==> config.mk <==
export PLATFORM = sky130hd
export DESIGN_NAME = video_fetcher
export DESIGN_NICKNAME = d
export VERILOG_FILES = /design/src/rtl/video_fetcher.sv
export SDC_FILE = /design/constraint.sdc
export NUM_CORES = 1
export LEC_CHECK = 0
export BUFFER_PORTS_ARGS = -buffer_cell sky130_fd_sc_hd__clkbuf_2
export CAP_MARGIN = 20
export CORE_UTILIZATION = 46
export CTS_CLUSTER_SIZE = 40
export DETAILED_ROUTE_END_ITERATION = 8
export PLACE_DENSITY_LB_ADDON = 0.08
export SYNTH_ARGS = -nofsm -noshare
export SYNTH_HDL_FRONTEND = slang
export SYNTH_SLANG_ARGS = --single-unit
==> constraint.sdc <==
create_clock -name clock -period 6.16 [get_ports clock]
set_input_delay 0.924 -clock clock [delete_from_list [all_inputs] [get_ports clock]]
set_output_delay 0.924 -clock clock [all_outputs]
set_load 0.01 [all_outputs]
==> src/rtl/video_fetcher.sv <==
// video_fetcher: prefetch stage on the video read side of the memory manager.
//
// Walks videoAddress linearly through one frame of 8-bit pixels and pushes
// each returned byte into a small FIFO. The display timing logic pops one
// pixel per pixelRequest strobe, and the pixel appears one cycle later.
//
// Ports
//   clock          in   system clock, all logic on posedge
//   resetN         in   asynchronous active-low reset
//   frameStart     in   1-cycle pulse at start of vblank; flushes and restarts the fetch
//   pixelRequest   in   1-cycle pop strobe, one per displayed pixel
//   videoAddress   out  frame-relative pixel address to the memory manager
//   videoData      in   pixel byte from the memory manager
//   videoDataReady in   1-cycle strobe: videoData valid for videoAddress
//   pixelData      out  registered pixel to the display
//   pixelValid     out  pixelData was popped from the FIFO this cycle
//   fifoLevel      out  current FIFO occupancy, 0..FIFO_DEPTH
//   underflow      out  sticky: pop seen on an empty FIFO this frame
//   frameDone      out  last pixel of the frame has been accepted
module video_fetcher #(
   parameter int unsigned H_ACTIVE   = 320,
   parameter int unsigned V_ACTIVE   = 240,
   parameter int unsigned FIFO_DEPTH = 8
) (
   input  logic                                clock,
   input  logic                                resetN,
   input  logic                                frameStart,
   input  logic                                pixelRequest,
   output logic [16:0]                         videoAddress,
   input  logic [7:0]                          videoData,
   input  logic                                videoDataReady,
   output logic [7:0]                          pixelData,
   output logic                                pixelValid,
   output logic [$clog2(FIFO_DEPTH+1)-1:0]     fifoLevel,
   output logic                                underflow,
   output logic                                frameDone
);

   localparam int unsigned PtrW = $clog2(FIFO_DEPTH);
   localparam int unsigned LvlW = $clog2(FIFO_DEPTH + 1);
   localparam logic [16:0]     LastAddr = 17'(H_ACTIVE * V_ACTIVE - 1);
   localparam logic [LvlW-1:0] FullLvl  = LvlW'(FIFO_DEPTH);

   typedef enum logic [1:0] {StIdle, StFetch, StDone} state_e;

   state_e            state_q, state_d;
   logic [16:0]       addr_q, addr_d;
   logic [PtrW-1:0]   wr_ptr_q, wr_ptr_d;
   logic [PtrW-1:0]   rd_ptr_q, rd_ptr_d;
   logic [LvlW-1:0]   level_q, level_d;
   logic [7:0]        pix_q, pix_d;
   logic              valid_q, valid_d;
   logic              uf_q, uf_d;
   logic              done_q, done_d;
   logic [7:0]        mem_q [FIFO_DEPTH];

   logic              pop;
   logic              push;

   always_comb begin
      pop  = 1'b0;
      push = 1'b0;
      state_d  = state_q;
      addr_d   = addr_q;
      wr_ptr_d = wr_ptr_q;
      rd_ptr_d = rd_ptr_q;
      level_d  = level_q;
      pix_d    = pix_q;
      valid_d  = 1'b0;
      uf_d     = uf_q;
      done_d   = done_q;

      if (frameStart) begin
         // frameStart overrides any strobe or pop on the same edge.
         state_d  = StFetch;
         addr_d   = '0;
         wr_ptr_d = '0;
         rd_ptr_d = '0;
         level_d  = '0;
         uf_d     = 1'b0;
         done_d   = 1'b0;
         if (pixelRequest) begin
            pix_d = 8'h00;
         end
      end else begin
         pop  = pixelRequest && (level_q != '0);
         // A pop on the same edge frees a slot, so a full FIFO can still accept.
         push = (state_q == StFetch) && videoDataReady && ((level_q < FullLvl) || pop);

         unique case (state_q)
            StIdle:  state_d = StIdle;
            StFetch: if (push && (addr_q == LastAddr)) state_d = StDone;
            StDone:  state_d = StDone;
            default: state_d = StIdle;
         endcase

         if (push) begin
            wr_ptr_d = wr_ptr_q + 1'b1;
            if (addr_q == LastAddr) begin
               addr_d = '0;
               done_d = 1'b1;
            end else begin
               addr_d = addr_q + 17'd1;
            end
         end

         if (pop) begin
            rd_ptr_d = rd_ptr_q + 1'b1;
            pix_d    = mem_q[rd_ptr_q];
            valid_d  = 1'b1;
         end else if (pixelRequest) begin
            // Empty FIFO: show the border colour; a same-edge push is not bypassed.
            pix_d = 8'h00;
            uf_d  = 1'b1;
         end

         if (push && !pop) begin
            level_d = level_q + 1'b1;
         end else if (pop && !push) begin
            level_d = level_q - 1'b1;
         end
      end
   end

   always_ff @(posedge clock or negedge resetN) begin
      if (!resetN) begin
         state_q  <= StIdle;
         addr_q   <= '0;
         wr_ptr_q <= '0;
         rd_ptr_q <= '0;
         level_q  <= '0;
         pix_q    <= '0;
         valid_q  <= 1'b0;
         uf_q     <= 1'b0;
         done_q   <= 1'b0;
      end else begin
         state_q  <= state_d;
         addr_q   <= addr_d;
         wr_ptr_q <= wr_ptr_d;
         rd_ptr_q <= rd_ptr_d;
         level_q  <= level_d;
         pix_q    <= pix_d;
         valid_q  <= valid_d;
         uf_q     <= uf_d;
         done_q   <= done_d;
      end
   end

   // Storage needs no reset; occupancy is tracked by level_q and the pointers.
   always_ff @(posedge clock) begin
      if (push) begin
         mem_q[wr_ptr_q] <= videoData;
      end
   end

   assign videoAddress = addr_q;
   assign pixelData    = pix_q;
   assign pixelValid   = valid_q;
   assign fifoLevel    = level_q;
   assign underflow    = uf_q;
   assign frameDone    = done_q;

endmodule

Word-level counts from Yosys, hierarchy flattened
Memory sizes are Yosys's and may differ from the RTL's.
Index checks and enable logic that the tools add are counted.
Word-level totals
  register bits after elaboration: 40
  RAM bits: 64
  input bits: 13
  output and inout bits: 32
  logic and storage cells: 65
  memories: 1
Memories
  mem_q: words 8, width 8, read ports 1, clocked after memory_dff 0, wr ports 1, RTL line 55  | logic [7:0] mem_q [FIFO_DEPTH];
Operators by class
  add/subtract/negate cells: 5
  magnitude comparators: 1
  eq/ne operators: 5
  mux-type cells: 27
  reduce and logical (&&, ||, !) cells: 17
Operator list (count)
  $mux 17: 3
  $mux 8: 3
  $add 17x1->17 const B: 1
  $eq 17x17->1 const B: 1
  $mux 3: 4
  $mux 4: 3
  $mux 1: 11
  $reduce_bool 2->1: 4
  $add 3x1->3 const B: 2
  $logic_and 1x1->1: 6
  $add 4x1->4 const B: 1
  $lt 4x4->1 const B: 1
  $mux 2: 2
  $pmux 2 s2: 1
  $reduce_and 2->1: 2
  $reduce_bool 4->1: 1
  $sub 4x1->4 const B: 1
  $ne 3x2->1 const B: 1
  $reduce_bool 3->1: 1
  $eq 2x1->1 const B: 1
  $eq 2x2->1 const B: 1
  $logic_not 1->1: 2
  $ne 2x2->1 const B: 1
  $logic_or 1x1->1: 1

Longest topological paths before layout
Gate-level depths: netlist (run 1).
  depth in word-level cells: 9
  depth in mapped cells: 10
  mapped depth without buffers: 9

Worst setup path after synthesis (run 1)
No wires, ideal clock.
  kind: input-to-reg
  from: input videoDataReady
  to: memory mem_q[0][0], enable pin
  setup time: 398 ps
  arrival: 2510 ps
  required time: 5762 ps
  slack: 3253 ps
  stages on the path: 5
  buffers on the path: 2
  cell sequence: and2_1 clkbuf_1 nand2_1 clkbuf_1 nor4b_1
Between the ends
  cells in the longest elaborated chain, start to end: 5
Ends and longest elaborated chain
  from (decl): RTL line 31  | input logic videoDataReady,
  $logic_and 1x1->1 (2 in series): RTL line 88  | push = (state_q == StFetch) && videoDataReady && ((level_q < FullLvl) || pop);
  $mux 1: RTL line 73  | if (frameStart) begin
  $mux 1: RTL line 151  | if (push) begin
  $mux 1 (not written as such): RTL line 152  | mem_q[wr_ptr_q] <= videoData;
  to (decl): RTL line 55
Every way passes these cells.

Worst setup path after layout (run 1)
  from: input pixelRequest
  to: memory mem_q[1][6], enable pin
Between the ends
  cells in the longest elaborated chain, start to end: 6
Ends and longest elaborated chain
  from (decl): RTL line 28  | input logic pixelRequest,
  $logic_and 1x1->1: RTL line 86  | pop = pixelRequest && (level_q != '0);
  $logic_or 1x1->1: RTL line 88
  $logic_and 1x1->1: RTL line 88
  $mux 1: RTL line 73
  $mux 1: RTL line 151
  $mux 1 (not written as such): RTL line 152
Every way passes these cells.

==> results.py, run 1 <==
metrics = {
    "layout": {
        "post_route_cells_drive_above_1_share": 0.243,
        "final_cell_mix": "64 x edfxtp_1, 44 x clkbuf_2, 40 x dfrtp_1, 24 x nand2_1",
        "final_common_cell": "edfxtp_1",
        "syn2layout_area_growth_pct": 13.6,
        "final_nets": 394,
        "num-fill-cells": 807,
        "antenna_cells": 0,
    },
    "timing": {
        "tightest_slew_ns": 0.861,
        "hold_ws_ns": 0.469,
        "max_slew_margin": 0.421,
        "fin_crit_ns": 2.83,
        "hold_viol_final": 0,
        "setup_viol": 0,
        "slew_viol_final": 0,
        "rsz0062_at_grt": "no",
        "clock_skew_ns": 0.0136,
        "timing.final.crit_share": 0.460,
        "fmax_ghz": 0.353,
        "finalSetupTns_ns": 0,
    },
    "clock_network": {
        "clock-root-buffer": "clkbuf_8",
        "clock-sinks": 104,
        "clk_latency_ns": 0.36,
        "clk_path_buf_depth": 2,
        "postCtsResizedCells": 0,
        "holdBufCountCts": 0,
        "post-cts-setup-buffers": 0,
        "cts_inserted_buffers": 9,
        "clkTransAtPathRegs_ns": 0.11,
        "htree_num_levels": 3,
        "cts_tree": "built",
    },
    "power": {
        "total_switching_power_w": 0.000541,
        "clockPowerShare": 0.252,
        "irDropWorstVdd_v": 0.000154,
        "pwr-share-seq": 0.500,
        "power-per-cell-area_nw_per_um2": 339,
        "pwr-share-comb": 0.248,
        "p_sw_frac": 0.308,
        "intPower_w": 0.00121,
        "p_leak_nw": 1.93,
    },
    "placed_design": {
        "port_buffers": 44,
        "place.gp.congestion": 0.796,
        "dp_hpwl_microns": 6190,
    },
    "routing": {
        "vias_per_cell": 5.60,
        "dr.first_iter.drc_count": 118,
        "wl_microns": 9090,
        "postRouteAntennaNets": 0,
        "post_drt_wl_per_cell_microns": 17.9,
        "first_pass_iters": 4,
        "post-route-drc-count": 0,
        "num_vias": 2844,
    },
    "floorplanning": {
        "io_pins": 45,
        "dieWidth_microns": 102,
        "die_h_microns": 102,
        "die_area_sq_um": 10300,
        "initial_core_util": 0.484,
        "core-area_sq_um": 9420,
        "rows": 35,
    },
    "synthesis": {
        "synth_cell_types": 53,
        "synth_area_per_cell_sq_um": 13.9,
        "syn-num-nets": 347,
        "ys_seq_area_frac": 0.641,
        "synth_edf_count": 64,
        "netlist_instances": 327,
        "syn_area_sq_um": 4560,
        "yosysWarningCount": 0,
        "ys.flop_type": "edfxtp_1",
        "synthArstFlopShare": 0.385,
        "postSynthRegisterBits": 104,
    },
    "global_route": {
        "grt_start_max_net_pins": 41,
        "grt-busiest-layer": "met1",
        "gr-usage-met1": 0.299,
        "grtUsageMet3": 0.0304,
        "grt_overflow_total": 0,
        "grt_pass1_wl_microns": 14700,
        "grt_usage": 0.195,
        "grt_antenna_before_repair": 0,
        "grt_pass1_vias": 2699,
        "gr-usage-met2": 0.284,
    },
    "worst_setup_path": {
        "start_kind": "input pin",
        "criticalPathCategory": "in2reg",
        "cp-end-kind": "flip-flop",
        "path_max_fanout": 15,
        "required_ns": 6.24,
        "critPathArrivalTime_ns": 2.92,
    },
    "run_status": {
        "outcome": "complete, no violations",
    },
    "worst_hold_path": {
        "hp-class": "in2async",
    },
    "job": {
        "drv_cap": 0,
    },
}
==> flip-flops by register name (all words and copies together) (netlist names) <==
name          cells
wr_ptr_q          3
pixelValid        1
pixelData         8
videoAddress     17
underflow         1
state_q           2
fifoLevel         4
mem_q            64
rd_ptr_q          3
frameDone         1
==> cells by family after synthesis <==
logic type	Yosys count	share of synthesized area
AOI/OAI and AO/OA	54	0.0771
xor gates and xnor gates	8	0.0154
adders and majority gates	7	0.0209
buffers and inverters	34	0.0305
DFF	104	0.641
muxes	25	0.0991
and+or+nand+nor	95	0.116
==> routing by layer <==
metal	share of wire	routed length, microns
met2	0.44	4040
met1	0.50	4560
met4	0.012	108
met5	0	0
met3	0.041	377
==> final cells by class <==
cell class	instances	area, sq um	area share
Clock inverter	7	83.8	0.0162
Tap cell	129	161	0.0312
Clock buffer	9	124	0.0239
Multi-Input combinational cell	189	1500	0.290
Sequential cell	104	2920	0.565
Timing Repair Buffer	53	318	0.0614
Inverter	17	63.8	0.0123
==> stage by stage <==
step | instances | cell area, sq um | total power [W] | setup WS, ns | util
after floorplan | 327 | 4560 | 0.00119 | 3.25 | -
after global placement | 487 | 4900 | 0.00131 | 2.72 | 0.521
after detailed placement | 490 | 4940 | 0.00133 | 2.85 | 0.525
after CTS | 506 | 5150 | 0.00177 | 3.25 | 0.547
after global routing | 508 | 5180 | 0.00186 | 3.06 | 0.550
final | 508 | 5180 | 0.00176 | 3.33 | 0.550
==> cell usage after synthesis (6+ instances only) <==
cell type,n,area share
nand2_1,24,0.020
mux4_2,16,0.079
nor3_1,7,0.0077
or4_1,8,0.013
nand3_1,9,0.0099
inv_1,17,0.014
ha_1,6,0.016
nor2_1,15,0.012
clkbuf_1,11,0.0091
edfxtp_1,64,0.42
mux2i_1,8,0.018
o22ai_1,8,0.011
dfrtp_1,40,0.22
a21oi_1,17,0.019
==> worst max-delay path: stages <==
cell and delay, ns:
clkbuf_2 0.23, nand2b_1 0.28, nand2_1 0.37, nor4_1 0.83, buf_4 0.27
==> path summary, 6_finish.rpt <==
path / start / endpoint / slack (ns) / depth (start not counted)
worst max-delay path: pixelRequest / mem_q[1][6] / 3.33 / 5
worst min-delay path: resetN / fifoLevel[0] / 0.47 / 1
worst max register to register: state_q[1] / mem_q[1][6] / 3.51 / 6
worst min register to register: state_q[0] / state_q[0] / 0.50 / 1
max in group asynchronous: resetN / videoAddress[5] / 5.20 / 2
min in group clock: state_q[0] / state_q[0] / 0.50 / 1
==> power by group through the flow <==
stage	Sequential (W)	Combinational (W)	Clock [W]
floorplan	0.000875	0.000312	0
global placement	0.000908	0.000399	0
detailed placement	0.000895	0.000437	0
CTS	0.000879	0.000438	0.000457
global route	0.000890	0.000489	0.000480
finish	0.000878	0.000436	0.000442
(Power assumes the default switching activity.)
==> run 2, diff against run 1 <==
--- a/config.mk
+++ b/config.mk
@@ -5,6 +5,7 @@
 export SDC_FILE = /design/constraint.sdc
 export NUM_CORES = 1
 export LEC_CHECK = 0
+export ABC_AREA = 1
 export BUFFER_PORTS_ARGS = -buffer_cell sky130_fd_sc_hd__clkbuf_2
 export CAP_MARGIN = 20
 export CORE_UTILIZATION = 46
==> constraint.sdc (replaced) <==
create_clock -name clock -period 2.4 [get_ports clock]
set_input_delay 0.36 -clock clock [delete_from_list [all_inputs] [get_ports clock]]
set_output_delay 0.36 -clock clock [all_outputs]
set_load 0.01 [all_outputs]
==> results.py, run 2 <==
metrics = {
    "run_status": {
        "outcome": "complete, no violations",
    },
    "layout": {
        "fin_util": 0.546,
        "post_route_cells_drive_above_1_share": 0.181,
        "regMostFlops": "mem_q",
        "syn2layout_area_growth_pct": 13.8,
        "final_common_cell": "nand2_1",
        "num-fill-cells": 918,
        "multi_input_area_sq_um": 1600,
        "seq_area_sq_um": 2920,
        "final_nets": 572,
        "final_cell_mix": "109 x nand2_1, 92 x nor2_1, 64 x edfxtp_1, 44 x clkbuf_2, 40 x dfrtp_1",
        "largest_reg_flops": 64,
        "antenna_cells": 0,
    },
    "floorplanning": {
        "dieWidth_microns": 104,
        "io_pins": 45,
        "die_area_sq_um": 10700,
        "die_h_microns": 104,
        "core-area_sq_um": 9910,
        "rows": 36,
        "initial_core_util": 0.480,
    },
    "synthesis": {
        "synth_common_cells": "109 x nand2_1, 92 x nor2_1, 64 x edfxtp_1",
        "synthMostInstantiatedCell": "nand2_1",
        "synth.area.top_cells": "edfxtp_1 40%, dfrtp_1 21%, nand2_1 8.6%",
        "netlist_instances": 492,
        "synth_area_per_cell_sq_um": 9.66,
        "yosysWarningCount": 0,
        "postSynthRegisterBits": 104,
        "synth_cell_types": 32,
        "ys_seq_area_frac": 0.615,
        "syn_area_sq_um": 4750,
        "syn-num-nets": 512,
        "synth_edf_count": 64,
        "ys.flop_type": "edfxtp_1",
        "synth_largest_area_cell": "edfxtp_1",
        "synthArstFlopShare": 0.385,
        "synth_top_area_share": 0.404,
    },
    "job": {
        "drv_cap": 0,
    },
    "worst_hold_path": {
        "hp-class": "in2async",
    },
    "routing": {
        "post-route-drc-count": 0,
        "postRouteAntennaNets": 0,
        "vias_per_cell": 5.16,
        "dr.first_iter.drc_count": 303,
        "num_vias": 3563,
        "first_pass_iters": 4,
        "post_drt_wl_per_cell_microns": 14.8,
        "wl_microns": 10200,
    },
    "power": {
        "irDropWorstVdd_v": 0.000346,
        "p_leak_nw": 2.30,
        "power-per-cell-area_nw_per_um2": 770,
    },
    "global_route": {
        "grt_pass1_vias": 3237,
        "grt_pass1_wl_microns": 16800,
        "grt_start_max_net_pins": 41,
        "grt_overflow_total": 0,
        "grt_antenna_before_repair": 0,
        "grt_usage": 0.203,
    },
    "clock_network": {
        "clock-sinks": 104,
        "htree_num_levels": 3,
        "cts_tree": "built",
        "clk_path_buf_depth": 2,
        "clk_latency_ns": 0.37,
        "postCtsResizedCells": 0,
        "post-cts-setup-buffers": 0,
        "cts_inserted_buffers": 9,
        "holdBufCountCts": 0,
        "clock-root-buffer": "clkbuf_8",
        "clkTransAtPathRegs_ns": 0.11,
    },
    "worst_setup_path": {
        "critPathArrivalTime_ns": 2.25,
        "worstReg2RegStart": "state_q[1]",
        "path_max_fanout": 6,
        "cp-end-kind": "flip-flop",
        "required_ns": 2.68,
        "start_kind": "flip-flop",
        "crit_start": "state_q[1]",
        "criticalPathCategory": "reg2reg",
    },
    "timing": {
        "max_slew_margin": 0.614,
        "hold_viol_final": 0,
        "tightest_slew_ns": 0.578,
        "setup_viol": 0,
        "clock_skew_ns": 0.0171,
        "fin_crit_ns": 1.97,
        "fmax_ghz": 0.508,
        "timing.final.crit_share": 0.821,
        "rsz0062_at_grt": "no",
        "slew_viol_final": 0,
        "finalSetupTns_ns": 0,
    },
    "placed_design": {
        "port_buffers": 44,
        "place.gp.congestion": 0.822,
        "dp_hpwl_microns": 6830,
    },
}
run 2: power by group:
| group | switching (W) | leakage (nW) | internal [W] |
|---|---|---|---|
| Clock | 0.000644 | 0.0971 | 0.000430 |
| Sequential | 0.0000777 | 1.12 | 0.00201 |
| Combinational | 0.000654 | 1.09 | 0.000343 |
run 2: metrics by stage:
step                      instances  hold WS [ns]  instance area, sq um  total power (W)  setup slack (ns)
after global routing            690         0.108                  5410          0.00440             0.287
after detailed placement        674         0.472                  5210          0.00313             0.385
final                           690        0.0613                  5410          0.00416             0.430
after CTS                       690        0.0722                  5410          0.00419             0.439
after global placement          674         0.468                  5210          0.00311             0.437
after floorplan                 492        0.0644                  4750          0.00279             0.368
run 2: worst paths after layout:
| check | to | slack (ns) | depth (start not counted) |
|---|---|---|---|
| worst max-delay path | fifoLevel[3] | 0.43 | 15 |
| worst min-delay path | videoAddress[7] | 0.06 | 2 |
| worst max register to register | fifoLevel[3] | 0.43 | 15 |
| worst min register to register | pixelData[7] | 0.49 | 2 |
| max in group asynchronous | pixelData[5] | 1.94 | 2 |
| min in group clock | frameDone | 0.25 | 2 |
run 2: cells by family (layout without fill, tap and decap cells):
family | count (synthesis) | after routing | synth area share
and+or+nand+nor | 256 | 256 | 0.226
buffers and inverters | 56 | 121 | 0.0479
AOI/OAI and AO/OA | 63 | 63 | 0.0800
DFF | 104 | 104 | 0.615
xor gates and xnor gates | 6 | 6 | 0.0111
adders and majority gates | 7 | 7 | 0.0200
run 2: metal layers:
layer | vias to the layer above | part of all wire | GRT usage
met1 | 1687 | 0.48 | 0.297
met5 | - | 0 | 0
met3 | 18 | 0.045 | 0.0315
met4 | 0 | 0.021 | 0.0827
li1 | 1763 | - | -
met2 | 95 | 0.46 | 0.301
run 2: cell type report:
| cell class | instances | area share |
|---|---|---|
| repair buffers | 63 | 0.0671 |
| well taps | 133 | 0.0308 |
| clock buffers | 10 | 0.0254 |
| clock inverters | 6 | 0.0109 |
| inverters | 42 | 0.0291 |
| flip-flops and latches | 104 | 0.540 |
| multi-input cells | 332 | 0.296 |
run 2: critical path, cell delays in order, from the launching register on:
cell and delay [ns]:
dfrtp_1 0.39, inv_1 0.06, ha_1 0.15, nand2_1 0.06, inv_1 0.08, nand2_4 0.10, inv_2 0.09, nand2_2 0.11
ha_1 0.32, a21boi_0 0.13, nor2_1 0.14, inv_1 0.06, nand2_1 0.06, nand2_1 0.04, nand2_1 0.05, nand2_1 0.04
